$ cat config.mk
export PLATFORM = sky130hd
export DESIGN_NAME = spi_slave_interface
export DESIGN_NICKNAME = d
export VERILOG_FILES = /design/src/rtl/spi_pkg.sv /design/src/rtl/spi_input_sync.sv /design/src/rtl/spi_slave_interface.sv
export SDC_FILE = /design/constraint.sdc
export NUM_CORES = 1
export LEC_CHECK = 0
export BUFFER_PORTS_ARGS = -buffer_cell sky130_fd_sc_hd__clkbuf_2
export CORE_UTILIZATION = 50
export CTS_BUF_LIST = sky130_fd_sc_hd__clkbuf_8
export DETAILED_ROUTE_END_ITERATION = 6
export PLACE_DENSITY = 0.71
export SYNTH_ARGS = -nofsm -noshare
export SYNTH_HDL_FRONTEND = slang
export SYNTH_SLANG_ARGS = --single-unit
$ cat constraint.sdc
create_clock -name clk -period 2.25 [get_ports clk]
set_input_delay 0.225 -clock clk [delete_from_list [all_inputs] [get_ports clk]]
set_output_delay 0.225 -clock clk [all_outputs]
set_load 0.01 [all_outputs]
$ cat src/rtl/spi_pkg.sv
// Shared types and widths for the SPI slave byte engine.
package spi_pkg;

  typedef enum logic {
    IDLE   = 1'b0,
    ACTIVE = 1'b1
  } spi_slave_state_t;

  localparam int SPI_BYTE_W    = 8;
  localparam int SPI_BIT_CNT_W = 3;

endpackage

$ cat src/rtl/spi_input_sync.sv
// Multi-bit flip-flop synchronizer chain with a per-bit reset value, used to
// bring the asynchronous SPI pins into the clk domain with identical latency.
module spi_input_sync
  import spi_pkg::*;
#(
  parameter int               WIDTH     = 1,
  parameter int               DEPTH     = 2,
  parameter logic [WIDTH-1:0] RESET_VAL = '0
) (
  input  logic             clk,
  input  logic             arstn,
  input  logic [WIDTH-1:0] d_i,
  output logic [WIDTH-1:0] q_o
);

  logic [WIDTH-1:0] stage_q [DEPTH];

  // Shift the pin values through DEPTH stages; reset to the idle pin levels
  always_ff @(posedge clk or negedge arstn) begin
    if (!arstn) begin
      for (int i = 0; i < DEPTH; i++) begin
        stage_q[i] <= RESET_VAL;
      end
    end else begin
      stage_q[0] <= d_i;
      for (int i = 1; i < DEPTH; i++) begin
        stage_q[i] <= stage_q[i-1];
      end
    end
  end

  assign q_o = stage_q[DEPTH-1];

endmodule

$ cat src/rtl/spi_slave_interface.sv
// SPI mode 3, LSB-first slave byte engine. SCL/CS/MOSI are oversampled in the
// clk domain; received bytes are strobed out and transmit bytes come from a
// single-entry holding register.
module spi_slave_interface
  import spi_pkg::*;
#(
  parameter int SYNC_STAGES = 2
) (
  input  logic                  clk,
  input  logic                  arstn,
  input  logic                  scl,
  input  logic                  cs,
  input  logic                  mosi,
  output logic                  miso,
  output logic                  miso_oe,
  input  logic [SPI_BYTE_W-1:0] tx_byte,
  input  logic                  tx_load,
  output logic                  tx_ready,
  output logic [SPI_BYTE_W-1:0] rx_byte,
  output logic                  rx_valid,
  output logic                  busy,
  output logic                  frame_error,
  output logic                  tx_underrun
);

  logic [2:0] syncOut;
  logic       sclSync, csSync, mosiSync;

  logic sclPrev_q, csPrev_q;
  logic sclRise_q, sclFall_q, csRise_q, csFall_q;
  logic mosiDly_q;

  spi_slave_state_t state_q, state_d;

  logic [SPI_BIT_CNT_W-1:0] bitCnt_q, bitCnt_d;
  logic [SPI_BYTE_W-1:0]    rxShift_q, rxShift_d;
  logic [SPI_BYTE_W-1:0]    txShift_q, txShift_d;
  logic [SPI_BYTE_W-1:0]    rxByte_q, rxByte_d;
  logic [SPI_BYTE_W-1:0]    hold_q, hold_d;
  logic                     holdFull_q, holdFull_d;
  logic                     miso_q, miso_d;
  logic                     rxValid_q, rxValid_d;
  logic                     frameErr_q, frameErr_d;
  logic                     underrun_q, underrun_d;
  logic                     reload;

  spi_input_sync #(
    .WIDTH    (3),
    .DEPTH    (SYNC_STAGES),
    .RESET_VAL(3'b110)
  ) uSync (
    .clk  (clk),
    .arstn(arstn),
    .d_i  ({scl, cs, mosi}),
    .q_o  (syncOut)
  );

  assign sclSync  = syncOut[2];
  assign csSync   = syncOut[1];
  assign mosiSync = syncOut[0];

  // Register edge pulses and the matching MOSI sample so all three pins share latency
  always_ff @(posedge clk or negedge arstn) begin
    if (!arstn) begin
      sclPrev_q <= 1'b1;
      csPrev_q  <= 1'b1;
      sclRise_q <= 1'b0;
      sclFall_q <= 1'b0;
      csRise_q  <= 1'b0;
      csFall_q  <= 1'b0;
      mosiDly_q <= 1'b0;
    end else begin
      sclPrev_q <= sclSync;
      csPrev_q  <= csSync;
      sclRise_q <= sclSync & ~sclPrev_q;
      sclFall_q <= ~sclSync & sclPrev_q;
      csRise_q  <= csSync & ~csPrev_q;
      csFall_q  <= ~csSync & csPrev_q;
      mosiDly_q <= mosiSync;
    end
  end

  // FSM state register
  always_ff @(posedge clk or negedge arstn) begin
    if (!arstn) begin
      state_q <= IDLE;
    end else begin
      state_q <= state_d;
    end
  end

  // FSM next state: chip select alone opens and closes a frame
  always_comb begin
    state_d = state_q;
    case (state_q)
      IDLE:    if (csFall_q) state_d = ACTIVE;
      ACTIVE:  if (csRise_q) state_d = IDLE;
      default: state_d = IDLE;
    endcase
  end

  // FSM outputs: busy and the pad enable both track the active frame
  always_comb begin
    busy    = (state_q != IDLE);
    miso_oe = (state_q == ACTIVE);
  end

  // Datapath next state: shifting, byte completion, TX reload and holding register
  always_comb begin
    bitCnt_d   = bitCnt_q;
    rxShift_d  = rxShift_q;
    txShift_d  = txShift_q;
    rxByte_d   = rxByte_q;
    hold_d     = hold_q;
    holdFull_d = holdFull_q;
    miso_d     = miso_q;
    rxValid_d  = 1'b0;
    frameErr_d = 1'b0;
    underrun_d = 1'b0;
    reload     = 1'b0;

    if (state_q == IDLE) begin
      if (csFall_q) begin
        bitCnt_d = '0;
        reload   = 1'b1;
      end
    end else if (csRise_q) begin
      frameErr_d = (bitCnt_q != '0);
      bitCnt_d   = '0;
      rxShift_d  = '0;
      txShift_d  = '0;
      miso_d     = 1'b0;
    end else begin
      if (sclRise_q) begin
        rxShift_d = {mosiDly_q, rxShift_q[SPI_BYTE_W-1:1]};
        bitCnt_d  = bitCnt_q + SPI_BIT_CNT_W'(1);
        if (bitCnt_q == '1) begin
          rxByte_d  = rxShift_d;
          rxValid_d = 1'b1;
          reload    = 1'b1;
        end
      end
      if (sclFall_q) begin
        miso_d    = txShift_q[0];
        txShift_d = {1'b0, txShift_q[SPI_BYTE_W-1:1]};
      end
    end

    if (reload) begin
      if (holdFull_q) begin
        txShift_d  = hold_q;
        holdFull_d = 1'b0;
      end else begin
        txShift_d  = '0;
        underrun_d = 1'b1;
      end
    end

    if (tx_load && !holdFull_q) begin
      hold_d     = tx_byte;
      holdFull_d = 1'b1;
    end
  end

  // Datapath registers
  always_ff @(posedge clk or negedge arstn) begin
    if (!arstn) begin
      bitCnt_q   <= '0;
      rxShift_q  <= '0;
      txShift_q  <= '0;
      rxByte_q   <= '0;
      hold_q     <= '0;
      holdFull_q <= 1'b0;
      miso_q     <= 1'b0;
      rxValid_q  <= 1'b0;
      frameErr_q <= 1'b0;
      underrun_q <= 1'b0;
    end else begin
      bitCnt_q   <= bitCnt_d;
      rxShift_q  <= rxShift_d;
      txShift_q  <= txShift_d;
      rxByte_q   <= rxByte_d;
      hold_q     <= hold_d;
      holdFull_q <= holdFull_d;
      miso_q     <= miso_d;
      rxValid_q  <= rxValid_d;
      frameErr_q <= frameErr_d;
      underrun_q <= underrun_d;
    end
  end

  assign miso        = miso_q;
  assign tx_ready    = ~holdFull_q;
  assign rx_byte     = rxByte_q;
  assign rx_valid    = rxValid_q;
  assign frame_error = frameErr_q;
  assign tx_underrun = underrun_q;

endmodule

==> impl_metrics.toml <==
[critical_path]
slowest_stage = "dfrtp_1"
start_kind = "register"
path_delay_family = "compound AO/OA/AOI/OAI gates"
worst_setup_path_end_kind = "register"
worstSetupPathType = "reg2reg"
critPathMaxStageDelay_ps = 390
cp_max_fo = 18
cp_common_cell = "ha_1"
arrival_ps = 2010
path_cells = "ha_1 -> ha_1 -> nand4b_4 -> a21oi_4 -> a22oi_1 -> a21oi_2"
worst-path-buf-inv = 0
worstPathRequired_ps = 2490

[power_and_ir_drop]
finalPower_mw = 2.46
p_per_area_nw_per_um2 = 1000
vdd_drop_max_v = 0.000496
p_int_mw = 1.72
swShare = 0.300
clock_power_share = 0.213
power_switching_mw = 0.738
seqPwrFrac = 0.553
leakage_nw = 1.19
p_comb_frac = 0.234

[worst_hold_path]
hold_path_class = "in2reg"

[sta]
grt_setup_unrepaired = "no"
hold_slack_ps = 31.2
period_share = 0.785
setup_viol = 0
period_needed_ps = 1770
fmax_mhz = 566
setup-tns-final_ps = 0
worst_pin_slew_ps = 784
finalHoldViolations = 0
clock_skew_ps = 10.1
maxSlewViolCount = 0
slew_headroom = 0.476

[yosys]
yosys-top-cells-area = "dfrtp_1 (54%), dfstp_2 (7.3%), mux2_2 (5.2%)"
syn_inst = 171
seq_area_frac_synth = 0.617
netlist.area_leader.share = 0.544
async_reset_ff_frac = 1.00
yosys_most_used_dff = "dfrtp_1"
synth_cell_types = 33
synth_area_leader_cell = "dfrtp_1"
yosysMostFrequentCell = "dfrtp_1"
synth-edff-count = 0
ys_warn_count = 0
syn-cell-area_um2 = 2160
synth_top_cells_by_count = "dfrtp_1 (47), inv_1 (15), nand2_1 (13)"
ys_ff_latch = 53
syn-num-nets = 188
syn_area_per_cell_um2 = 12.6

[routing]
drt_iter0_drc = 110
num_vias = 1390
route.detailed.drc = 0
via_per_inst = 5.49
drtAntennaViolNets = 0
routed_wirelength_um = 3660
first_pass_iters = 4
wl_per_cell_um = 14.5

[floorplan]
die_x_um = 67.8
start_util = 0.529
die_y_um = 67.8
num_io_pins = 29
coreArea_um2 = 4090
rows = 23
die_area_um2 = 4590

[placement]
dpl.hpwl_um = 2580
gp_congestion = 0.851
place_area_um2 = 2340
port_buffers = 28

[clock_network]
cts_made_buffers = 5
path_clk_slew_ps = 90
cts_resized = 0
clockBufferDepth = 2
clk-insertion-delay-late_ps = 300
clkSinkCount = 53
cts_tree = "built"
cts_hold_buf = 3
root_buffer = "clkbuf_8"
post-cts-setup-buffer-count = 0
cts.htree.levels = 2

[layout]
drive_gt1_frac = 0.330
stdcell_area_um2 = 2460
synthToLayoutAreaGrowth_pct = 13.6
fill_cells = 342
nets = 219
num_antenna_cells = 0
utilization = 0.601

[grt]
grt_first_pass_wirelength_um = 6070
track_usage = 0.184
overflow = 0
grt_max_degree = 54
antenna_found_initial = 0
grt_pass1_vias = 1371

[outcome]
status = "finished, final reports clean"

[job]
drv_cap = 0
## cells by family (layout without fill, tap and decap cells)
logic type,Yosys count,after routing,synth area share
buffers and inverters,24,56,0.0521
AND/OR/NAND/NOR,36,36,0.101
flip-flops,53,53,0.617
AO/OA/AOI/OAI,44,44,0.156
adder cells (fa/ha/maj),3,3,0.0174
multiplexers,11,11,0.0567
## final cells by class
type	instances	area, um2	share of cell area
Clock buffer	6	82.6	0.0336
Clock inverter	2	7.51	0.00306
Inverter	15	56.3	0.0229
Multi-Input combinational cell	94	716	0.291
Sequential cell	53	1330	0.543
Tap cell	50	62.6	0.0255
Timing Repair Buffer	33	198	0.0805
## power by group through the flow
| stage | Sequential, mW | Clock [mW] | Combinational [mW] |
|---|---|---|---|
| 2_1_floorplan | 1.32 | 0 | 0.476 |
| 3_3_place_gp | 1.36 | 0 | 0.548 |
| 3_5_place_dp | 1.38 | 0 | 0.579 |
| 4_1_cts | 1.36 | 0.541 | 0.583 |
| 5_1_grt | 1.39 | 0.577 | 0.645 |
| 6_report | 1.36 | 0.524 | 0.576 |
## worst reg2reg max path: stages, from the launching register on
cell and delay (ps):
dfrtp_1 390, ha_1 170, ha_1 240, nand4b_4 290, a21oi_4 330, a22oi_1 150, a21oi_2 150
## routing by layer
layer / global-route usage / vias to the layer above / share of wire
met5: 0 / - / 0
met4: 0.0878 / 0 / 0.020
li1: - / 654 / -
met1: 0.220 / 687 / 0.45
met2: 0.297 / 41 / 0.48
met3: 0.0608 / 8 / 0.051
## per-stage QoR
stage | std cells | worst slack [ps]
5_1_grt | 253 | 345
4_1_cts | 253 | 484
3_5_place_dp | 242 | 479
3_3_place_gp | 242 | 581
2_1_floorplan | 171 | 593
6_report | 253 | 484
## layout by cell type (no fill, tap or decap), drive strengths merged
cell type    netlist  layout
mux2              10      10
clkbuf             3      34
dlygate4sd3        0       3
and2               2       2
a32o               1       1
nand2b             2       2
o32ai              1       1
ha                 3       3
a21oi              8       8
o22ai              8       8
nor2b              6       6
nand4b             1       1
and3b              1       1
dfrtp             47      47
o221ai             2       2
nor2               5       5
nand3              6       6
buf                6       2
o21ai             10      10
o32a               1       1
a2bb2oi            6       6
mux2i              1       1
a22oi              5       5
nand2             13      13
inv               15      17
o21bai             1       1
o21a               1       1
dfstp              6       6
## state kept, by name, summed over array words and instances (netlist names)
name	count
hold_q	8
rx_byte	8
txShift_q	8
rxShift_q	7
bitCnt_q	3
uSync.q_o	3
uSync.stage_q	3
busy	1
csFall_q	1
csPrev_q	1
csRise_q	1
frame_error	1
holdFull_q	1
miso	1
mosiDly_q	1
rx_valid	1
sclFall_q	1
sclPrev_q	1
sclRise_q	1
tx_underrun	1
## path summary, 6_finish.rpt
| check | to | from | cells after the start | slack [ps] |
|---|---|---|---|---|
| max in group asynchronous | uSync.q_o[2]$_DFF_PN1_ | arstn | 3 | 1520 |
| min in group asynchronous | rx_byte[6]$_DFFE_PN0P_ | arstn | 3 | 440 |
| setup reg to reg | txShift_q[2]$_DFFE_PN0P_ | bitCnt_q[0]$_DFFE_PN0P_ | 6 | 480 |
| hold / removal | uSync.stage_q[3]$_DFF_PN0_ | mosi | 1 | 30 |
| setup / recovery | txShift_q[2]$_DFFE_PN0P_ | bitCnt_q[0]$_DFFE_PN0P_ | 6 | 480 |
| hold reg to reg | mosiDly_q$_DFF_PN0_ | uSync.q_o[0]$_DFF_PN0_ | 0 | 350 |
(Power assumes the default switching activity.)
